## src/rtl/dla_aux_pool_window_sequencer.sv

```systemverilog
// Pool window sequencer: walks the padded input plane of a tile in raster order
// and emits per-position padding flags, pad masks, stride-valid and line-buffer control.
module dla_aux_pool_window_sequencer #(
    parameter int MAX_WINDOW_HEIGHT = 8,
    parameter int MAX_WINDOW_WIDTH  = 8,
    parameter int MAX_STRIDE        = 8,
    parameter int MAX_TILE_HEIGHT   = 64,
    parameter int MAX_TILE_WIDTH    = 64,
    parameter int MAX_PAD           = 7,
    parameter int MAX_PLANES        = 256,
    parameter int WHB = $clog2(MAX_WINDOW_HEIGHT + 1),
    parameter int WWB = $clog2(MAX_WINDOW_WIDTH + 1),
    parameter int SB  = $clog2(MAX_STRIDE + 1),
    parameter int THB = $clog2(MAX_TILE_HEIGHT + 1),
    parameter int TWB = $clog2(MAX_TILE_WIDTH + 1),
    parameter int PB  = $clog2(MAX_PAD + 1),
    parameter int PLB = $clog2(MAX_PLANES + 1)
) (
    input  logic                         clk,
    input  logic                         i_areset,
    input  logic                         i_config_valid,
    output logic                         o_config_ready,
    input  logic [WHB-1:0]               i_window_height,
    input  logic [WWB-1:0]               i_window_width,
    input  logic [SB-1:0]                i_stride_vertical,
    input  logic [SB-1:0]                i_stride_horizontal,
    input  logic [THB-1:0]               i_tile_height,
    input  logic [TWB-1:0]               i_tile_width,
    input  logic [PB-1:0]                i_pad_top,
    input  logic [PB-1:0]                i_pad_bottom,
    input  logic [PB-1:0]                i_pad_left,
    input  logic [PB-1:0]                i_pad_right,
    input  logic [PLB-1:0]               i_planes,
    input  logic [1:0]                   i_padding_mode,
    input  logic                         i_padding_ignore,
    output logic                         o_valid,
    input  logic                         i_ready,
    output logic                         o_is_padding_zone_vert,
    output logic                         o_is_padding_zone_horiz,
    output logic [MAX_WINDOW_HEIGHT-1:0] o_en_pad_zero_vert,
    output logic [MAX_WINDOW_HEIGHT-1:0] o_en_pad_nan_vert,
    output logic [MAX_WINDOW_WIDTH-1:0]  o_en_pad_zero_horiz,
    output logic [MAX_WINDOW_WIDTH-1:0]  o_en_pad_nan_horiz,
    output logic                         o_stride_valid,
    output logic                         o_line_buff_wait_fill,
    output logic                         o_line_buff_flush,
    output logic                         o_config_error
);
    // Common width for all position arithmetic; holds the largest padded extent.
    localparam int CW = ((THB > TWB) ? THB : TWB) + 2;
    localparam logic [CW-1:0] ONE = CW'(1);

    typedef enum logic [1:0] {IDLE, SCAN, FLUSH} state_t;
    state_t state;

    logic [WHB-1:0] wh_q;
    logic [WWB-1:0] ww_q;
    logic [SB-1:0]  sv_q, sh_q;
    logic [THB-1:0] th_q;
    logic [TWB-1:0] tw_q;
    logic [PB-1:0]  pt_q, pb_q, pl_q, pr_q;
    logic [PLB-1:0] planes_q, plane;
    logic [1:0]     mode_q;
    logic           ignore_q;
    logic [CW-1:0]  row, col, vph, hph;

    // In IDLE the incoming config drives the first position's flags, so they are
    // registered on the same edge the config is accepted.
    logic          sel_in;
    logic [CW-1:0] wh_c, ww_c, sv_c, sh_c, th_c, tw_c, pt_c, pb_c, pl_c, pr_c, ph_c, pw_c;
    logic [1:0]    mode_c;
    logic          ign_c;

    assign sel_in = (state == IDLE);
    assign wh_c   = sel_in ? CW'(i_window_height)     : CW'(wh_q);
    assign ww_c   = sel_in ? CW'(i_window_width)      : CW'(ww_q);
    assign sv_c   = sel_in ? CW'(i_stride_vertical)   : CW'(sv_q);
    assign sh_c   = sel_in ? CW'(i_stride_horizontal) : CW'(sh_q);
    assign th_c   = sel_in ? CW'(i_tile_height)       : CW'(th_q);
    assign tw_c   = sel_in ? CW'(i_tile_width)        : CW'(tw_q);
    assign pt_c   = sel_in ? CW'(i_pad_top)           : CW'(pt_q);
    assign pb_c   = sel_in ? CW'(i_pad_bottom)        : CW'(pb_q);
    assign pl_c   = sel_in ? CW'(i_pad_left)          : CW'(pl_q);
    assign pr_c   = sel_in ? CW'(i_pad_right)         : CW'(pr_q);
    assign mode_c = sel_in ? i_padding_mode           : mode_q;
    assign ign_c  = sel_in ? i_padding_ignore         : ignore_q;
    assign ph_c   = th_c + pt_c + pb_c;
    assign pw_c   = tw_c + pl_c + pr_c;

    logic cfg_err, last, more, load;
    assign cfg_err = (wh_c == '0) || (ww_c == '0) || (sv_c == '0) || (sh_c == '0) ||
                     (th_c == '0) || (tw_c == '0) || (i_planes == '0) ||
                     (wh_c > ph_c) || (ww_c > pw_c);
    assign last = (row == ph_c - ONE) && (col == pw_c - ONE);
    assign more = (plane + PLB'(1)) < planes_q;
    assign load = (state == IDLE && i_config_valid && !cfg_err) ||
                  (state == SCAN && i_ready && !last) ||
                  (state == FLUSH && more);

    logic [CW-1:0] nrow, ncol, nvph, nhph, vr, hr;
    logic          f_pzv, f_pzh, f_wf, f_sv;
    logic [MAX_WINDOW_HEIGHT-1:0] vm;
    logic [MAX_WINDOW_WIDTH-1:0]  hm;

    always_comb begin
        nrow = '0;
        ncol = '0;
        nvph = '0;
        nhph = '0;
        vr   = '0;
        hr   = '0;
        vm   = '0;
        hm   = '0;
        if (state == SCAN) begin
            nrow = row;
            ncol = col + ONE;
            nvph = vph;
            if (col == pw_c - ONE) begin
                ncol = '0;
                nrow = row + ONE;
                // Phase restarts at the first row that can complete a window.
                if (nrow == wh_c - ONE || vph + ONE == sv_c) nvph = '0;
                else                                         nvph = vph + ONE;
            end
            if (ncol == ww_c - ONE || hph + ONE == sh_c) nhph = '0;
            else                                         nhph = hph + ONE;
        end
        f_pzv = (nrow < pt_c) || (nrow >= pt_c + th_c);
        f_pzh = (ncol < pl_c) || (ncol >= pl_c + tw_c);
        f_wf  = nrow < wh_c - ONE;
        f_sv  = (nrow >= wh_c - ONE) && (ncol >= ww_c - ONE) && (nvph == '0) && (nhph == '0);
        for (int k = 0; k < MAX_WINDOW_HEIGHT; k++) begin
            vr    = nrow + CW'(k) + ONE - wh_c;
            vm[k] = (CW'(k) < wh_c) && ((vr < pt_c) || (vr >= pt_c + th_c));
        end
        for (int k = 0; k < MAX_WINDOW_WIDTH; k++) begin
            hr    = ncol + CW'(k) + ONE - ww_c;
            hm[k] = (CW'(k) < ww_c) && ((hr < pl_c) || (hr >= pl_c + tw_c));
        end
        if (!f_sv || ign_c) begin
            vm = '0;
            hm = '0;
        end
    end

    always_ff @(posedge clk or posedge i_areset) begin
        if (i_areset) begin
            state                   <= IDLE;
            o_config_ready          <= 1'b1;
            o_config_error          <= 1'b0;
            o_valid                 <= 1'b0;
            o_line_buff_flush       <= 1'b0;
            o_is_padding_zone_vert  <= 1'b0;
            o_is_padding_zone_horiz <= 1'b0;
            o_line_buff_wait_fill   <= 1'b0;
            o_stride_valid          <= 1'b0;
            o_en_pad_zero_vert      <= '0;
            o_en_pad_nan_vert       <= '0;
            o_en_pad_zero_horiz     <= '0;
            o_en_pad_nan_horiz      <= '0;
            {wh_q, ww_q, sv_q, sh_q, th_q, tw_q} <= '0;
            {pt_q, pb_q, pl_q, pr_q, planes_q, plane, mode_q, ignore_q} <= '0;
            {row, col, vph, hph} <= '0;
        end else begin
            o_line_buff_flush <= 1'b0;
            if (load) begin
                row                     <= nrow;
                col                     <= ncol;
                vph                     <= nvph;
                hph                     <= nhph;
                o_valid                 <= 1'b1;
                o_is_padding_zone_vert  <= f_pzv;
                o_is_padding_zone_horiz <= f_pzh;
                o_line_buff_wait_fill   <= f_wf;
                o_stride_valid          <= f_sv;
                o_en_pad_zero_vert      <= (mode_c != 2'd1) ? vm : '0;
                o_en_pad_nan_vert       <= (mode_c == 2'd1) ? vm : '0;
                o_en_pad_zero_horiz     <= (mode_c != 2'd1) ? hm : '0;
                o_en_pad_nan_horiz      <= (mode_c == 2'd1) ? hm : '0;
            end
            case (state)
                IDLE: if (i_config_valid) begin
                    wh_q     <= i_window_height;
                    ww_q     <= i_window_width;
                    sv_q     <= i_stride_vertical;
                    sh_q     <= i_stride_horizontal;
                    th_q     <= i_tile_height;
                    tw_q     <= i_tile_width;
                    pt_q     <= i_pad_top;
                    pb_q     <= i_pad_bottom;
                    pl_q     <= i_pad_left;
                    pr_q     <= i_pad_right;
                    planes_q <= i_planes;
                    mode_q   <= i_padding_mode;
                    ignore_q <= i_padding_ignore;
                    o_config_error <= cfg_err;
                    if (!cfg_err) begin
                        state          <= SCAN;
                        o_config_ready <= 1'b0;
                        plane          <= '0;
                    end
                end
                SCAN: if (i_ready && last) begin
                    state                   <= FLUSH;
                    o_valid                 <= 1'b0;
                    o_line_buff_flush       <= 1'b1;
                    o_is_padding_zone_vert  <= 1'b0;
                    o_is_padding_zone_horiz <= 1'b0;
                    o_line_buff_wait_fill   <= 1'b0;
                    o_stride_valid          <= 1'b0;
                    o_en_pad_zero_vert      <= '0;
                    o_en_pad_nan_vert       <= '0;
                    o_en_pad_zero_horiz     <= '0;
                    o_en_pad_nan_horiz      <= '0;
                end
                FLUSH: if (more) begin
                    plane <= plane + PLB'(1);
                    state <= SCAN;
                end else begin
                    state          <= IDLE;
                    o_config_ready <= 1'b1;
                end
                default: state <= IDLE;
            endcase
        end
    end
endmodule

```

## config.mk

```make
export PLATFORM = sky130hd
export DESIGN_NAME = dla_aux_pool_window_sequencer
export DESIGN_NICKNAME = d
export VERILOG_FILES = /design/src/rtl/dla_aux_pool_window_sequencer.sv
export SDC_FILE = /design/constraint.sdc
export NUM_CORES = 1
export LEC_CHECK = 0
export ABC_CLOCK_PERIOD_IN_PS = 13400
export BUFFER_PORTS_ARGS = -buffer_cell sky130_fd_sc_hd__buf_2
export CAP_MARGIN = 20
export CORE_MARGIN = 2
export CORE_UTILIZATION = 40
export DETAILED_ROUTE_END_ITERATION = 10
export GPL_TIMING_DRIVEN = 1
export MAX_ROUTING_LAYER = met4
export PLACE_DENSITY = 0.61
export SYNTH_ARGS = -nofsm -noshare
export SYNTH_HDL_FRONTEND = slang
export SYNTH_SLANG_ARGS = --single-unit
```

## constraint.sdc

```tcl
create_clock -name clk -period 13.4 [get_ports clk]
set_clock_uncertainty 0.2 [all_clocks]
set_input_delay 4.02 -clock clk [delete_from_list [all_inputs] [get_ports clk]]
set_output_delay 4.02 -clock clk [all_outputs]
set_load 0.02 [all_outputs]
```

==> metrics.md, run 1 <==
| Metric | Value |
|---|---|
| Met2 Use GR | `0.387` |
| Number of buffers added to fix hold violations after cts | `0` |
| Chip Height | `218 um` |
| Crit Path Max Fanout | `11` |
| Cell with the most instances on the worst path | `sky130_fd_sc_hd__ha_1` |
| Global routing met3 resource utilization | `0.0394` |
| Buffer levels on the longest clock path | `2` |
| Post-synthesis sequential area ratio | `0.192` |
| Io pins | `98` |
| Drt via density | `5.77` |
| Number of port buffers | `97` |
| Worst vdd rail ir drop | `108 uV` |
| Count of mapped cells out of synthesis | `2149` |
| GRT Total Usage | `0.249` |
| Cell with the biggest individual delay on the critical path | `sky130_fd_sc_hd__a21oi_1` |
| Post-Place Setup Slack | `0.729 ns` |
| Distinct cell type count after synthesis | `104` |
| Final weighted congestion in routability-driven placement | `0.976` |
| Final hold violation count | `0` |
| Number of clock buffers inserted by TritonCTS | `17` |
| Total number of nets in the final design | `2593` |
| Wirelength, routed | `57.1 mm` |
| CTS tree | `yes` |
| Number of antenna repair diodes | `0` |
| Syn-to-layout area delta | `9.63%` |
| Final period demand of the worst path | `12.39 ns` |
| # DRC | `0` |
| Worst Max-Slew Pin Slew | `1.01 ns` |
| Horizontal extent of the die | `218 um` |
| Max-capacitance violation count | `0` |
| Total power density per cell area | `153 nW/um^2` |
| Result of the run | `finished, final reports clean` |
| Final global-route overflow total | `0` |
| Area inside the core boundary | `45400 um^2` |
| Max-slew violation count | `0` |
| Cells taking the most area after synthesis | `sky130_fd_sc_hd__ha_1 (20%), sky130_fd_sc_hd__dfrtp_1 (19%), sky130_fd_sc_hd__xnor2_1 (6.4%), sky130_fd_sc_hd__o21ai_0 (3.9%), sky130_fd_sc_hd__mux2_2 (3.7%)` |
| Share of cells above drive strength 1 | `0.123` |
| Number of flops mapped to enable cells by yosys | `0` |
| Share of the cycle needed by the critical path after routing | `0.924` |
| Simple-gate portion of the synthesized area | `0.169` |
| Area share of the largest cell type after synthesis | `0.203` |
| Setup repair after global routing missed its margin | `false` |
| Kind of capture point of the worst setup path | `flop` |
| Met1 GRT Util | `0.340` |
| Root Buffer | `sky130_fd_sc_hd__clkbuf_16` |
| Synth Area in Adders | `0.231` |
| Combinational family with the most area after synthesis | `adder cells` |
| Number of warnings issued by yosys | `0` |
| Largest net degree at the start of global routing | `96` |
| Classification of the worst-slack hold path | `reg2reg` |
| Summed negative setup slack over all endpoints | `0 ns` |
| Worst-case headroom to the max-slew limit | `0.310` |
| Count of TritonRoute iterations in the first routing pass | `7` |
| Gr busiest metal | `met2` |
| Fmax achieved | `80.7 MHz` |
| Number of gates given a new drive strength after cts | `0` |
| Fill cell total of the finished layout | `4450` |
| Number of synthesized register bits | `141` |
| Synth Net Count | `2527` |
| Wire length of the first global-routing pass | `90.7 mm` |
| Static leakage | `9.14 nW` |
| Flip-flop cell with the highest count after synthesis | `sky130_fd_sc_hd__dfrtp_1` |
| Leading cell types in the layout, fill and taps excluded | `sky130_fd_sc_hd__ha_1 (299), sky130_fd_sc_hd__inv_1 (157), sky130_fd_sc_hd__nand2_1 (147)` |
| CP arrival | `12.51 ns` |
| Cell type with the highest aggregate area in the netlist | `sky130_fd_sc_hd__ha_1` |
| Most common cell after layout, fill and taps aside | `sky130_fd_sc_hd__ha_1` |
| Post-synthesis mux area share | `0.0671` |
| Average detailed-routed wire length per instance | `20.2 um` |
| Syn avg cell area | `8.56 um^2` |
| Compound-cell area share of the yosys netlist | `0.185` |
| Type of the worst setup path | `in2reg` |
| Vias in the first global route | `16.3k` |
| Count of endpoints failing setup in the final report | `0` |
| Min setup slack post-route | `1.01 ns` |
| Clock transition at path regs | `0.06 ns` |
| CP Launch Type | `input port` |
| Worst-Skew Late Latency | `0.45 ns` |
| Share of flip-flops with an asynchronous set or reset | `1.00` |
| Xor and xnor fraction of the mapped netlist area | `0.106` |
| H-tree lvl count | `4` |
| Netlist area before placement | `18400 um^2` |
| Initial core utilization | `0.405` |
| Initial antenna violation count | `0` |
| Dpl hpwl | `43.9 mm` |
| Drt initial violations | `1398` |
| Std cell rows | `78` |
| Post-CTS setup buffer count | `0` |
| Max incr delay on CP | `0.63 ns` |
| Final ANT Viol Nets | `0` |
| Die area | `47700 um^2` |
| Detailed-route via count | `16.3k` |
| CP Data Required Time | `13.52 ns` |
| Tot Pwr | `3.10 mW` |
| Clock net sink count | `141` |
[cell families (layout without fill, tap and decap cells)]
family / after synthesis / after routing
AO/OA/AOI/OAI: 515 / 515
flip-flops: 141 / 141
buffers and inverters: 241 / 320
XOR/XNOR: 211 / 211
multiplexers: 112 / 112
adder cells (fa/ha/maj): 328 / 328
AND/OR/NAND/NOR: 601 / 601
[metrics by stage]
stage,utilization,instances,hold slack (ns),instance area (um^2)
floorplan,-,2149,0.272,18400
global route,0.445,2828,0.323,20200
finish,0.445,2828,0.292,20200
CTS,0.444,2827,0.298,20200
global placement,0.431,2795,0.274,19600
detailed placement,0.431,2795,0.282,19600
[synth_stat cells, drive strengths merged, types with 5 or more instances]
cell     instances
a2111oi         14
a211oi           6
a21boi           5
a21o            36
a21oi          130
a22o             6
a22oi           12
a311o            6
a31oi           12
a41oi            7
and2            15
and3            17
buf             17
clkbuf          64
dfrtp          140
fa              21
ha             299
inv            159
maj3             8
mux2            62
mux2i           50
nand2          148
nand2b          54
nand3           44
nand3b           6
nand4           29
nand4b           7
nor2           116
nor2b           46
nor3            47
nor3b            9
nor4            20
o2111ai          5
o211ai          11
o21a            27
o21ai          154
o21bai          20
o2bb2a          14
o31ai            9
o41ai            5
or2              7
or3             11
or4             13
xnor2          140
xor2            68
[where the power goes]
group	switching [mW]	total, mW	leakage [nW]	internal, mW
Combinational	1.19	2.13	7.01	0.937
Clock	0.206	0.493	0.282	0.286
Sequential	0.0313	0.473	1.85	0.442
[registers in the layout (all words and copies together) (netlist names), 3 cells and up]
| signal | cells |
|---|---|
| sh_q | 4 |
| pb_q | 3 |
| o_en_pad_zero_horiz | 8 |
| wh_q | 4 |
| hph | 9 |
| col | 9 |
| ww_q | 4 |
| o_en_pad_zero_vert | 8 |
| row | 9 |
| pl_q | 3 |
| o_en_pad_nan_horiz | 8 |
| sv_q | 4 |
| pt_q | 3 |
| plane | 9 |
| vph | 9 |
| o_en_pad_nan_vert | 8 |
| pr_q | 3 |
| th_q | 7 |
| tw_q | 7 |
| planes_q | 9 |
[final timing paths]
path | cells after the start | start | slack, ns | endpoint
hold / removal | 2 | o_en_pad_nan_vert[0]$_DFF_PP0_ | 0.29 | o_en_pad_nan_vert[0]$_DFF_PP0_
max in group asynchronous | 3 | i_areset | 8.08 | col[4]$_DFFE_PP0N_
setup reg to reg | 31 | state[1]$_DFFE_PP0P_ | 2.93 | o_en_pad_nan_vert[1]$_DFF_PP0_
hold reg to reg | 2 | o_en_pad_nan_vert[0]$_DFF_PP0_ | 0.29 | o_en_pad_nan_vert[0]$_DFF_PP0_
min in group asynchronous | 2 | i_areset | 3.45 | th_q[2]$_DFFE_PP0P_
setup / recovery | 30 | i_pad_left[0] | 1.01 | o_en_pad_nan_vert[1]$_DFF_PP0_
[area by class of cell]
type | instances | area (um^2) | share of cell area
Sequential cell | 141 | 3530 | 0.175
Multi-Input combinational cell | 1767 | 14000 | 0.692
Timing Repair Buffer | 128 | 731 | 0.0362
Inverter | 160 | 606 | 0.0300
Clock buffer | 21 | 460 | 0.0228
Tap cell | 600 | 751 | 0.0372
Clock inverter | 11 | 134 | 0.00664
[routing by layer]
| metal | share of wire | vias up |
|---|---|---|
| li1 | - | 7818 |
| met1 | 0.48 | 7940 |
| met2 | 0.44 | 465 |
| met3 | 0.058 | 84 |
| met4 | 0.018 | 0 |
| met5 | 0 | - |
[critical path, delay by kind of cell]
family	cells	cell delay, ns
mux	1	0.36
buf+inv	2	0.18
fa+ha+maj	6	1.95
simple gates	7	2.08
compound gates	12	3.47
xor+xnor	2	0.42
No activity file was read; power rests on OpenSTA's default activity.
==> inputs of run 2 (changes only) <==
PLACE_DENSITY = default   (was 0.61)
PLACE_DENSITY_LB_ADDON = 0.1   (was default)
==> metrics.md, run 2 (synthesis results as in run 1) <==
| Metric | Value |
|---|---|
| Result of the run | `finished, final reports clean` |
| Worst vdd rail ir drop | `102 uV (-6.2%)` |
| Worst Hold Slack | `0.302 ns (+0.00928 ns)` |
| Setup repair after global routing missed its margin | `false` |
| Io pins | `98 (unchanged)` |
| H-tree lvl count | `4 (unchanged)` |
| Total number of nets in the final design | `2596 (+0.12%)` |
| Hold depth | `2 (unchanged)` |
| Largest net degree at the start of global routing | `89 (-7.3%)` |
| Dpl hpwl | `45.5 mm (+3.8%)` |
| Static leakage | `9.15 nW (+0.13%)` |
| Top routing layer used | `met4` |
| Final hold violation count | `0 (unchanged)` |
| Layout Cell Area excl Fill | `20200 um^2 (about the same)` |
| CP arrival | `12.48 ns (-0.03 ns)` |
| Cell internal power dissipation | `1.65 mW (-1.2%)` |
| Fill cell total of the finished layout | `4516 (+1.5%)` |
| Average detailed-routed wire length per instance | `20.9 um (+3.7%)` |
| Crit Path Max Fanout | `17 (+6)` |
| Syn-to-layout area delta | `9.70% (about the same)` |
| Min setup slack post-route | `1.06 ns (+0.0489 ns)` |
| Cell with the biggest individual delay on the critical path | `sky130_fd_sc_hd__fa_1` |
| CP Launch Type | `input port` |
| Worst-case headroom to the max-slew limit | `0.381 (+0.0716)` |
| Initial antenna violation count | `1 (+1)` |
| Drt via density | `5.69 (-1.2%)` |
| Reported net switching power | `1.47 mW (+2.6%)` |
| Wire length of the first global-routing pass | `93.8 mm (+3.4%)` |
| Sequential cell area in the final layout | `3530 um^2 (unchanged)` |
| Initial core utilization | `0.405 (unchanged)` |
| Number of clock buffers inserted by TritonCTS | `17 (unchanged)` |
| Cell with the most instances on the worst path | `sky130_fd_sc_hd__ha_1` |
| Post-Place Setup Slack | `0.669 ns (-0.0600 ns)` |
| Area of the multi-input gates | `14000 um^2 (unchanged)` |
| Most common cell after layout, fill and taps aside | `sky130_fd_sc_hd__ha_1` |
| Detailed-route via count | `16.1k (-1.1%)` |
| Share of the cycle needed by the critical path after routing | `0.921 (-0.00365)` |
| Root Buffer | `sky130_fd_sc_hd__clkbuf_16` |
| Leading cell types in the layout, fill and taps excluded | `sky130_fd_sc_hd__ha_1 (299), sky130_fd_sc_hd__inv_1 (157), sky130_fd_sc_hd__nand2_1 (147)` |
| Worst-Skew Late Latency | `0.48 ns (+0.03 ns)` |
| Max incr delay on CP | `0.58 ns (-0.05 ns)` |
| Number of buffers added to fix hold violations after cts | `0 (unchanged)` |
| Count of TritonRoute iterations in the first routing pass | `7 (unchanged)` |
| Worst Max-Slew Pin Slew | `0.924 ns (-0.0831 ns)` |
| Buffer levels on the longest clock path | `2 (unchanged)` |
| Sequential cell fraction of total power | `0.152 (about the same)` |
| Kind of capture point of the worst setup path | `flop` |
| Number of antenna repair diodes | `0 (unchanged)` |
| Horizontal extent of the die | `218 um (unchanged)` |
| Max-slew violation count | `0 (unchanged)` |
| Net Sw Frac | `0.472 (+0.00924)` |
| Post-CTS setup buffer count | `0 (unchanged)` |
| Final weighted congestion in routability-driven placement | `0.955 (-2.2%)` |
| Number of gates given a new drive strength after cts | `0 (unchanged)` |
| Final global-route overflow total | `0 (unchanged)` |
| Wire length on met2 | `25.7 mm (+1.3%)` |
| Filler-free cell count of the finished design | `2831 (+0.11%)` |
| Share of cells above drive strength 1 | `0.125 (+0.00208)` |
| Summed negative setup slack over all endpoints | `0 ns (unchanged)` |
| Fmax achieved | `81.1 MHz (+0.40%)` |
| Type of the worst setup path | `in2reg` |
| Std cell rows | `78 (unchanged)` |
| CTS tree | `yes` |
| Worst R2R Path Depth | `31 (unchanged)` |
| Vias in the first global route | `16.2k (-0.43%)` |
| Die area | `47700 um^2 (unchanged)` |
| Relative contribution of the clock network to total power | `0.162 (+0.003)` |
| Gate power share | `0.687 (about the same)` |
| Clock transition at path regs | `0.07 ns (about the same)` |
| Cell area after placement | `19600 um^2 (about the same)` |
| Count of endpoints failing setup in the final report | `0 (unchanged)` |
| Total power density per cell area | `154 nW/um^2 (+0.50%)` |
| Chip Height | `218 um (unchanged)` |
| Met1 Wirelength | `29.3 mm (+7.4%)` |
| Clock net sink count | `141 (unchanged)` |
| Met3 routed WL | `3.09 mm (-7.4%)` |
| Area inside the core boundary | `45400 um^2 (unchanged)` |
| GRT Total Usage | `0.261 (+0.0120)` |
| Wirelength, routed | `59.3 mm (+3.8%)` |
| # DRC | `0 (unchanged)` |
| Final ANT Viol Nets | `0 (unchanged)` |
| Max-capacitance violation count | `0 (unchanged)` |
| Final period demand of the worst path | `12.34 ns (-0.0488 ns)` |
| Classification of the worst-slack hold path | `reg2reg` |
| Total placed cells including tap cells | `2799 (+0.14%)` |
| Drt initial violations | `1061 (-24%)` |
| CP Data Required Time | `13.55 ns (+0.03 ns)` |
| Number of port buffers | `97 (unchanged)` |
[run 2: cell count changes in the layout (fill, tap and decap cells not counted)]
| cell | delta |
|---|---|
| sky130_fd_sc_hd__clkbuf_1 | -2 |
| sky130_fd_sc_hd__clkinvlp_4 | -1 |
| sky130_fd_sc_hd__clkinv_8 | +1 |
| sky130_fd_sc_hd__buf_4 | +5 |
| sky130_fd_sc_hd__bufinv_16 | -1 |
| sky130_fd_sc_hd__buf_12 | -1 |
| sky130_fd_sc_hd__clkbuf_8 | -2 |
| sky130_fd_sc_hd__inv_8 | +4 |
| sky130_fd_sc_hd__clkbuf_4 | -1 |
| sky130_fd_sc_hd__clkinv_2 | -1 |
| sky130_fd_sc_hd__inv_6 | +2 |
[run 2: per-stage QoR]
stage / power (mW) / util
5_1_grt: 3.47 / 0.445
3_3_place_gp: 2.54 / 0.432
6_report: 3.11 / 0.445
3_5_place_dp: 2.58 / 0.432
2_1_floorplan: 2.11 / -
4_1_cts: 3.11 / 0.445
[run 2: layout make-up]
cell class,count,area share
clock buffers,17,0.0211
well taps,600,0.0372
clock inverters,15,0.00843
multi-input cells,1767,0.692
flip-flops and latches,141,0.175
inverters,160,0.0300
repair buffers,131,0.0367
[run 2: power groups by stage]
stage                     sequential (mW)  combinational (mW)  clock (mW)
after floorplan                     0.462                1.65           0
after global placement              0.480                2.07           0
after detailed placement            0.480                2.10           0
after CTS                           0.472                2.12       0.514
after global routing                0.476                2.46       0.535
final                               0.472                2.14       0.504
[run 2: final timing paths]
check	end	from	slack, ns
hold / removal	o_en_pad_nan_vert[0]$_DFF_PP0_	o_en_pad_nan_vert[0]$_DFF_PP0_	0.30
max in group asynchronous	o_en_pad_nan_vert[3]$_DFF_PP0_	i_areset	8.14
hold reg to reg	o_en_pad_nan_vert[0]$_DFF_PP0_	o_en_pad_nan_vert[0]$_DFF_PP0_	0.30
min in group asynchronous	th_q[4]$_DFFE_PP0P_	i_areset	3.50
setup / recovery	o_en_pad_nan_vert[1]$_DFF_PP0_	i_pad_left[0]	1.06
setup reg to reg	o_en_pad_nan_vert[1]$_DFF_PP0_	state[1]$_DFFE_PP0P_	3.53
[run 2: layer usage]
layer	global-route usage	up-vias
li1	-	7828
met5	-	-
met3	0.0386	75
met2	0.392	403
met4	0.0671	0
met1	0.365	7815
[run 2: critical path: cells and delay by family]
kind                       cells  cell delay (ns)
AOI/OAI and AO/OA             11             3.55
adders and majority gates      7             2.18
and+or+nand+nor                7             1.59
xor gates and xnor gates       3             0.61
muxes                          1             0.34
buffers and inverters          2             0.18
